$ cat src/rtl/led_fade_scheduler.sv
// ----------------------------------------------------------------------------
// led_fade_scheduler
//
// Per-LED brightness controller for a four-channel light manager. Debounced
// encoder steps adjust the target level of the selected channel. A single
// shared up/down unit fades each current level toward its target, one
// channel per cycle in a round-robin sweep started on every fade tick. The
// four LED outputs are PWM-modulated from one free-running counter.
//
// Parameters:
//   CLOCK_FREQ_MHZ  clock frequency in MHz (1..655)
//   PWM_VALUE_SIZE  width of the level registers and of the PWM counter
//   BRIGHTNESS_INC  target change per accepted encoder step
//   RAMP_STEP_US    interval between fade ticks in microseconds
//
// Ports:
//   clk_i         in   system clock
//   rst_n_i       in   asynchronous active-low reset
//   step_valid_i  in   one-cycle pulse, one encoder detent
//   step_dir_i    in   1 = brighter, 0 = dimmer (sampled with step_valid_i)
//   sel_next_i    in   one-cycle pulse, advance the selected channel
//   leds_o        out  registered PWM outputs, one per channel
//   sel_o         out  index of the selected channel
//   level_o       out  target level of the selected channel
//   busy_o        out  high while any current level differs from its target
//
// Optional build macro:
//   LED_FADE_SELECT_BLINK_EN  when defined, the newly selected channel's
//   output is forced off for two tick periods after each sel_next_i as a
//   selection indicator. Levels are not affected.
// ----------------------------------------------------------------------------
module led_fade_scheduler #(
    parameter int CLOCK_FREQ_MHZ = 100,
    parameter int PWM_VALUE_SIZE = 8,
    parameter int BRIGHTNESS_INC = 5,
    parameter int RAMP_STEP_US   = 10
) (
    input  logic                      clk_i,
    input  logic                      rst_n_i,
    input  logic                      step_valid_i,
    input  logic                      step_dir_i,
    input  logic                      sel_next_i,
    output logic [3:0]                leds_o,
    output logic [1:0]                sel_o,
    output logic [PWM_VALUE_SIZE-1:0] level_o,
    output logic                      busy_o
);

    localparam int W           = PWM_VALUE_SIZE;
    localparam int TICK_PERIOD = CLOCK_FREQ_MHZ * RAMP_STEP_US;
    localparam int TCW         = (TICK_PERIOD > 1) ? $clog2(TICK_PERIOD) : 1;
    localparam logic [TCW-1:0] TICK_LAST = TCW'(TICK_PERIOD - 1);
    // Step arithmetic runs one bit wider so overflow/underflow is visible.
    localparam logic [W:0] INC_W = (W + 1)'(BRIGHTNESS_INC);
    localparam logic [W:0] MAX_W = {1'b0, {W{1'b1}}};

    typedef enum logic [0:0] {
        ST_IDLE = 1'b0,
        ST_UPD  = 1'b1
    } state_e;

    // Saturating target adjustment for one encoder step.
    function automatic logic [W-1:0] step_target(input logic [W-1:0] tgt,
                                                 input logic       up);
        logic [W:0] wide;
        if (up) begin
            wide = {1'b0, tgt} + INC_W;
            if (wide > MAX_W) begin
                wide = MAX_W;
            end else begin
                wide = wide;
            end
        end else begin
            wide = {1'b0, tgt} - INC_W;
            // A set MSB means the subtraction borrowed: clamp at zero.
            if (wide[W]) begin
                wide = {(W + 1){1'b0}};
            end else begin
                wide = wide;
            end
        end
        return wide[W-1:0];
    endfunction

    // Shared up/down unit: move one LSB toward the target, hold if equal.
    function automatic logic [W-1:0] fade_toward(input logic [W-1:0] cur,
                                                 input logic [W-1:0] tgt);
        logic [W-1:0] res;
        if (cur < tgt) begin
            res = cur + {{(W - 1){1'b0}}, 1'b1};
        end else if (cur > tgt) begin
            res = cur - {{(W - 1){1'b0}}, 1'b1};
        end else begin
            res = cur;
        end
        return res;
    endfunction

    logic [W-1:0]   tgt_q [4];
    logic [W-1:0]   cur_q [4];
    logic [1:0]     sel_q;
    logic [1:0]     ch_q;
    state_e         state_q;
    logic [TCW-1:0] tick_cnt_q;
    logic [W-1:0]   pwm_cnt_q;
    logic [3:0]     leds_q;
    logic           busy_q;

    logic           tick_s;
    logic [W-1:0]   tgt_step_d;
    logic [W-1:0]   fade_d;
    logic [3:0]     leds_d;
    logic           busy_d;
    logic [3:0]     blink_mask_s;

    assign tick_s  = (tick_cnt_q == TICK_LAST);
    assign sel_o   = sel_q;
    assign level_o = tgt_q[sel_q];
    assign leds_o  = leds_q;
    assign busy_o  = busy_q;

    // Next target for the selected channel and next current level for the swept channel.
    always_comb begin
        tgt_step_d = step_target(tgt_q[sel_q], step_dir_i);
        fade_d     = fade_toward(cur_q[ch_q], tgt_q[ch_q]);
    end

    // Target levels: an accepted step updates the selected channel.
    always_ff @(posedge clk_i or negedge rst_n_i) begin
        if (!rst_n_i) begin
            for (int k = 0; k < 4; k++) begin
                tgt_q[k] <= {W{1'b0}};
            end
        end else if (step_valid_i) begin
            // Uses the pre-advance sel_q, so a simultaneous sel_next_i
            // still lands the step on the old channel.
            tgt_q[sel_q] <= tgt_step_d;
        end
    end

    // Channel selection, wrapping 3 -> 0.
    always_ff @(posedge clk_i or negedge rst_n_i) begin
        if (!rst_n_i) begin
            sel_q <= 2'd0;
        end else if (sel_next_i) begin
            sel_q <= sel_q + 2'd1;
        end
    end

    // Free-running fade tick divider and PWM counter.
    always_ff @(posedge clk_i or negedge rst_n_i) begin
        if (!rst_n_i) begin
            tick_cnt_q <= {TCW{1'b0}};
            pwm_cnt_q  <= {W{1'b0}};
        end else begin
            pwm_cnt_q <= pwm_cnt_q + {{(W - 1){1'b0}}, 1'b1};
            if (tick_s) begin
                tick_cnt_q <= {TCW{1'b0}};
            end else begin
                tick_cnt_q <= tick_cnt_q + {{(TCW - 1){1'b0}}, 1'b1};
            end
        end
    end

    // Fade sequencer: on a tick, sweep channels 0..3 through the shared unit.
    always_ff @(posedge clk_i or negedge rst_n_i) begin
        if (!rst_n_i) begin
            state_q <= ST_IDLE;
            ch_q    <= 2'd0;
            for (int k = 0; k < 4; k++) begin
                cur_q[k] <= {W{1'b0}};
            end
        end else begin
            case (state_q)
                ST_IDLE: begin
                    if (tick_s && busy_q) begin
                        state_q <= ST_UPD;
                        ch_q    <= 2'd0;
                    end
                end
                ST_UPD: begin
                    // Ticks are ignored here; the sweep is far shorter
                    // than a tick period.
                    cur_q[ch_q] <= fade_d;
                    ch_q        <= ch_q + 2'd1;
                    if (ch_q == 2'd3) begin
                        state_q <= ST_IDLE;
                    end
                end
                default: begin
                    state_q <= ST_IDLE;
                    ch_q    <= 2'd0;
                end
            endcase
        end
    end

    // Busy flag and PWM comparison, computed from the current registers.
    always_comb begin
        busy_d = 1'b0;
        leds_d = 4'b0000;
        for (int k = 0; k < 4; k++) begin
            if (cur_q[k] != tgt_q[k]) begin
                busy_d = 1'b1;
            end else begin
                busy_d = busy_d;
            end
            leds_d[k] = (pwm_cnt_q < cur_q[k]) && !blink_mask_s[k];
        end
    end

    // Registered outputs.
    always_ff @(posedge clk_i or negedge rst_n_i) begin
        if (!rst_n_i) begin
            leds_q <= 4'b0000;
            busy_q <= 1'b0;
        end else begin
            leds_q <= leds_d;
            busy_q <= busy_d;
        end
    end

`ifdef LED_FADE_SELECT_BLINK_EN
    localparam int BLINK_CYC = 2 * TICK_PERIOD;
    localparam int BCW       = $clog2(BLINK_CYC + 1);

    logic [BCW-1:0] blink_cnt_q;
    logic [1:0]     blink_ch_q;

    // Selection flash: blank the newly selected channel for two tick periods.
    always_ff @(posedge clk_i or negedge rst_n_i) begin
        if (!rst_n_i) begin
            blink_cnt_q <= {BCW{1'b0}};
            blink_ch_q  <= 2'd0;
        end else if (sel_next_i) begin
            // A further selection restarts the flash on the new channel.
            blink_cnt_q <= BCW'(BLINK_CYC);
            blink_ch_q  <= sel_q + 2'd1;
        end else if (blink_cnt_q != {BCW{1'b0}}) begin
            blink_cnt_q <= blink_cnt_q - {{(BCW - 1){1'b0}}, 1'b1};
        end
    end

    // Decode the flash into a per-channel output mask.
    always_comb begin
        blink_mask_s = 4'b0000;
        if (blink_cnt_q != {BCW{1'b0}}) begin
            blink_mask_s[blink_ch_q] = 1'b1;
        end else begin
            blink_mask_s = 4'b0000;
        end
    end
`else
    assign blink_mask_s = 4'b0000;
`endif

endmodule

$ cat config.mk
export PLATFORM = sky130hd
export DESIGN_NAME = led_fade_scheduler
export DESIGN_NICKNAME = d
export VERILOG_FILES = /design/src/rtl/led_fade_scheduler.sv
export SDC_FILE = /design/constraint.sdc
export NUM_CORES = 1
export LEC_CHECK = 0
export CORE_UTILIZATION = 45
export DETAILED_ROUTE_END_ITERATION = 7
export GPL_TIMING_DRIVEN = 0
export PLACE_DENSITY = 0.67
export SYNTH_ARGS = -nofsm -noshare
export SYNTH_HDL_FRONTEND = slang
export SYNTH_SLANG_ARGS = --single-unit
$ cat constraint.sdc
create_clock -name clk_i -period 6.5 [get_ports clk_i]
set_input_delay 1.3 -clock clk_i [delete_from_list [all_inputs] [get_ports clk_i]]
set_output_delay 1.3 -clock clk_i [all_outputs]
set_load 0.01 [all_outputs]
==> results.txt <==
* Status: complete, no violations
- The number of different library cells used by synthesis comes to 50.
- For this configuration, the core starts out at a cell density of 46.4%.
* Final min period: just under 4000 ps
- The library cells used most frequently in the layout, excluding fill and tap cells, are 92 x sky130_fd_sc_hd__dfrtp_1, 51 x sky130_fd_sc_hd__nand2_1, 51 x sky130_fd_sc_hd__ha_1.
* Clk Latency, worst-skew pair: 340 ps
* Routed via count divided by cell count: 5.70
* Most frequent standard cell in the layout excluding fill and tap cells: sky130_fd_sc_hd__dfrtp_1
- Launching element of the worst setup path: ch_q[0]$_DFFE_PN0P_
- Setup repair after global routing left no endpoint under its margin.
- Final critical-path share of the clock period: 60.6%
- Layout cells sized above 1: roughly 17%
- Row generation in the floorplan step produced 42 rows.
- Hold repair after CTS inserted 0 buffers.
- For this design the static power due to leakage is 0.00292 µW.
* Non-Filler Instances: 800
- Setup violations remaining at the end of the flow were counted as 0.
- The analysis attributes to net switching a power of 1120 µW.
- Maximum number of buffers from clock root to sink: 2
* Post-detailed-placement half-perimeter wirelength: roughly 11000 µm
- WHS Path Cells: 1
- Combined area of the multi-input logic cells: 3610 µm²
* Slew headroom: 23.7%
- For this run, the post-layout net count is 675.
- In the final timing run, aggregate negative setup slack is 0 ps.
- Final routed wirelength across all metal layers: 14400 µm
* Sequential-to-total area share from yosys stat: 37.3%
- Worst-case hold slack: 480 ps
- Combinational logic is responsible for 50.8% of the overall power.
- Cell internal power was estimated by the tool at 1590 µW.
- CP Capture Type: flip-flop
* Last weighted congestion value of the routability-driven placer: 0.916
- Global routing finished with a remaining overflow of 0.
* Portion of total power attributed to sequential cells: 31.0%
* Inst Count DP: around 780
* Critical path fanouts, max: 10
- Count of buffers inserted at the top-level ports: 19
- The tool flagged a number of max-cap violations equal to 0.
- Maximum achievable frequency: 0.254 GHz
- TritonCTS clock tree: yes
* Clk pwr share: 18.2%
* Worst reg2reg path startpoint: ch_q[0]$_DFFE_PN0P_
* Path type of the worst setup path: flip-flop to flip-flop
- CTS buffer count: 9
- The tree built by TritonCTS fans out to 92 sinks.
* Global-route wire length before repair: about 24000 µm
* Synth Warn #: 0
- The first detailed-routing pass took 4 iterations.
- 20 I/O pins were placed.
- Kind of start point of the critical path: flip-flop
* Worst-case setup margin in the final layout: 2560 ps
- The die covers 14200 µm².
* Clock transition at the registers of the reported paths: 70 ps
- After synthesis the cells add up to 6170 µm².
- Net switching is 41.3% of the power.
- After synthesis the netlist holds a flip-flop and latch count of 92.
- The placed instances occupy a cell area of 6610 µm².
* Fin Clk Skew: 4.88 ps
- A synthesized cell averages between 10 and 15 µm².
- Layout area overhead: 11.6%
- Worst EP required: 6730 ps
* Power per standard cell area: 392 nW/µm²
- Worst Max-Slew Pin Slew: between 1000 and 1500 ps
* Die W: ~120 µm
- # resized after CTS: 0
- The path class of the tightest hold or removal check is flip-flop to flip-flop.
- The first routing iteration left 343 violations.
- Total non-filler cell area in the finished layout: between 6000 and 7000 µm²
* Core footprint: 13300 µm²
* Via count of the first global-routing pass: 4669
* Hold Path Origin: tick_cnt_q[9]$_DFF_PN0_
- Total via count in the routed design: 4558
- Worst-case reg-to-reg path depth: 12
- Total global routing track utilization: 22.0%
* Number of antenna violations at the first check in global routing: 0
- Final slew viol count: 0
* Number of setup buffers added after CTS: 0
* Maximum number of pins on one net before global-route repair: 48
- Synthesis handed over a netlist of 588 instances.
* Count of endpoints failing hold in the final timing report: 0
* Primary flip-flop cell chosen by synthesis mapping: sky130_fd_sc_hd__dfrtp_1
* Residual DRC count: 0
- Post-detailed-route wirelength per cell: 18.0 µm
- The cell sitting at the root of the clock tree is a sky130_fd_sc_hd__clkbuf_16.
* FILL cells: 1188
- Async set or reset register ratio after synthesis: 100%
- Mapped Nets: 644
- Worst path arrival time: 4170 ps
- Worst slack, placed: 2580 ps
- Storage cell area: 2300 µm²
- Die height: 119 µm
* CTS H-tree depth: 3
* Count of antenna diodes in the layout: 0
- Counting flops with a built-in enable in the synthesized netlist gives 0.
- Peak VDD IR: 299 µV
- In this run the remaining antenna-violating nets after routing total 0.
sequential cells by signal (all words and copies together) (netlist names):
register / count
cur_q: 32
state_q: 1
busy_o: 1
leds_o: 4
tick_cnt_q: 10
tgt_q: 32
pwm_cnt_q: 8
ch_q: 2
sel_o: 2
cells by family (layout without fill, tap and decap cells):
| logic type | count (synthesis) | in the layout | share of synthesized area [%] |
|---|---|---|---|
| DFF | 92 | 92 | 37.3 |
| muxes | 75 | 75 | 18.0 |
| buffers and inverters | 64 | 100 | 4.17 |
| xor gates and xnor gates | 56 | 56 | 7.94 |
| AOI/OAI and AO/OA | 93 | 93 | 9.58 |
| and+or+nand+nor | 157 | 157 | 12.7 |
| adders and majority gates | 51 | 51 | 10.3 |
final cells by class:
type / instances / area share [%]
tap: 176 / 3.20
inverter: 45 / 2.45
sequential: 92 / 33.4
multi-input combinational: 432 / 52.5
timing repair buffer: 20 / 3.12
buffer: 19 / 1.29
clock inverter: 6 / 0.581
clock buffer: 10 / 3.47
stage by stage:
step | util, % | power (µW)
5_1_grt | 51.8 | 2880
6_report | 51.8 | 2700
3_3_place_gp | 49.5 | 2170
2_1_floorplan | - | 1780
4_1_cts | 51.8 | 2710
3_5_place_dp | 49.7 | 2210
worst max-delay path, cell delays in order (launching register included):
cell                       delay, ps
sky130_fd_sc_hd__dfrtp_1         400
sky130_fd_sc_hd__buf_2           330
sky130_fd_sc_hd__clkbuf_1        580
sky130_fd_sc_hd__mux4_2          580
sky130_fd_sc_hd__inv_1            80
sky130_fd_sc_hd__ha_1            250
sky130_fd_sc_hd__a21oi_1         140
sky130_fd_sc_hd__a21boi_0        110
sky130_fd_sc_hd__nor2_1          250
sky130_fd_sc_hd__nand2_1         240
sky130_fd_sc_hd__o21ai_0         370
sky130_fd_sc_hd__xor2_1          200
sky130_fd_sc_hd__mux2_2          300
power groups by stage:
stage	combinational [µW]	clock [µW]	sequential (µW)
detailed placement	1360	0	846
global route	1510	527	851
floorplan	995	0	790
CTS	1370	503	836
global placement	1330	0	839
finish	1370	492	836
cells in the mapped netlist (3+ instances only):
library cell | instances | area, µm²
sky130_fd_sc_hd__a211oi_1 | 3 | 22.5
sky130_fd_sc_hd__inv_1 | 45 | 169
sky130_fd_sc_hd__nand3_1 | 12 | 60.1
sky130_fd_sc_hd__nor2_1 | 34 | 128
sky130_fd_sc_hd__a21o_1 | 10 | 75.1
sky130_fd_sc_hd__a21oi_1 | 17 | 85.1
sky130_fd_sc_hd__o21ai_0 | 36 | 180
sky130_fd_sc_hd__ha_1 | 51 | 638
sky130_fd_sc_hd__nor4_1 | 5 | 31.3
sky130_fd_sc_hd__clkbuf_1 | 11 | 41.3
sky130_fd_sc_hd__or2_2 | 3 | 18.8
sky130_fd_sc_hd__a211o_1 | 4 | 35.0
sky130_fd_sc_hd__nand4_1 | 13 | 81.3
sky130_fd_sc_hd__a21boi_0 | 3 | 22.5
sky130_fd_sc_hd__a2111oi_0 | 4 | 35.0
sky130_fd_sc_hd__dfrtp_1 | 92 | 2300
sky130_fd_sc_hd__buf_2 | 5 | 25.0
sky130_fd_sc_hd__nor2b_1 | 7 | 43.8
sky130_fd_sc_hd__mux4_2 | 24 | 541
sky130_fd_sc_hd__mux2_2 | 47 | 529
sky130_fd_sc_hd__and3b_1 | 6 | 52.6
sky130_fd_sc_hd__nand2_1 | 51 | 191
sky130_fd_sc_hd__nand2b_1 | 5 | 31.3
sky130_fd_sc_hd__mux2i_1 | 4 | 40.0
sky130_fd_sc_hd__nor3_1 | 11 | 55.1
sky130_fd_sc_hd__xnor2_1 | 45 | 394
sky130_fd_sc_hd__xor2_1 | 11 | 96.3
routing by layer:
| metal | vias to the layer above | wire length, µm | track usage (%) | share of wire (%) |
|---|---|---|---|---|
| met2 | 94 | 6970 | 36.1 | 48 |
| li1 | 2159 | - | - | - |
| met4 | 0 | 200 | 6.17 | 1.4 |
| met5 | - | 0 | 0 | 0 |
| met3 | 17 | 610 | 3.74 | 4.2 |
| met1 | 2288 | 6640 | 29.9 | 46 |
final timing paths:
path | end | slack (ps)
max reg2reg | cur_q[27]$_DFFE_PN0P_ | 2560
min in group asynchronous | tick_cnt_q[2]$_DFF_PN0_ | 960
max in group asynchronous | pwm_cnt_q[4]$_DFF_PN0_ | 4890
min | tick_cnt_q[9]$_DFF_PN0_ | 480
max | cur_q[27]$_DFFE_PN0P_ | 2560
min reg2reg | tick_cnt_q[9]$_DFF_PN0_ | 480
Note: power is estimated with default switching activity, not from simulation.
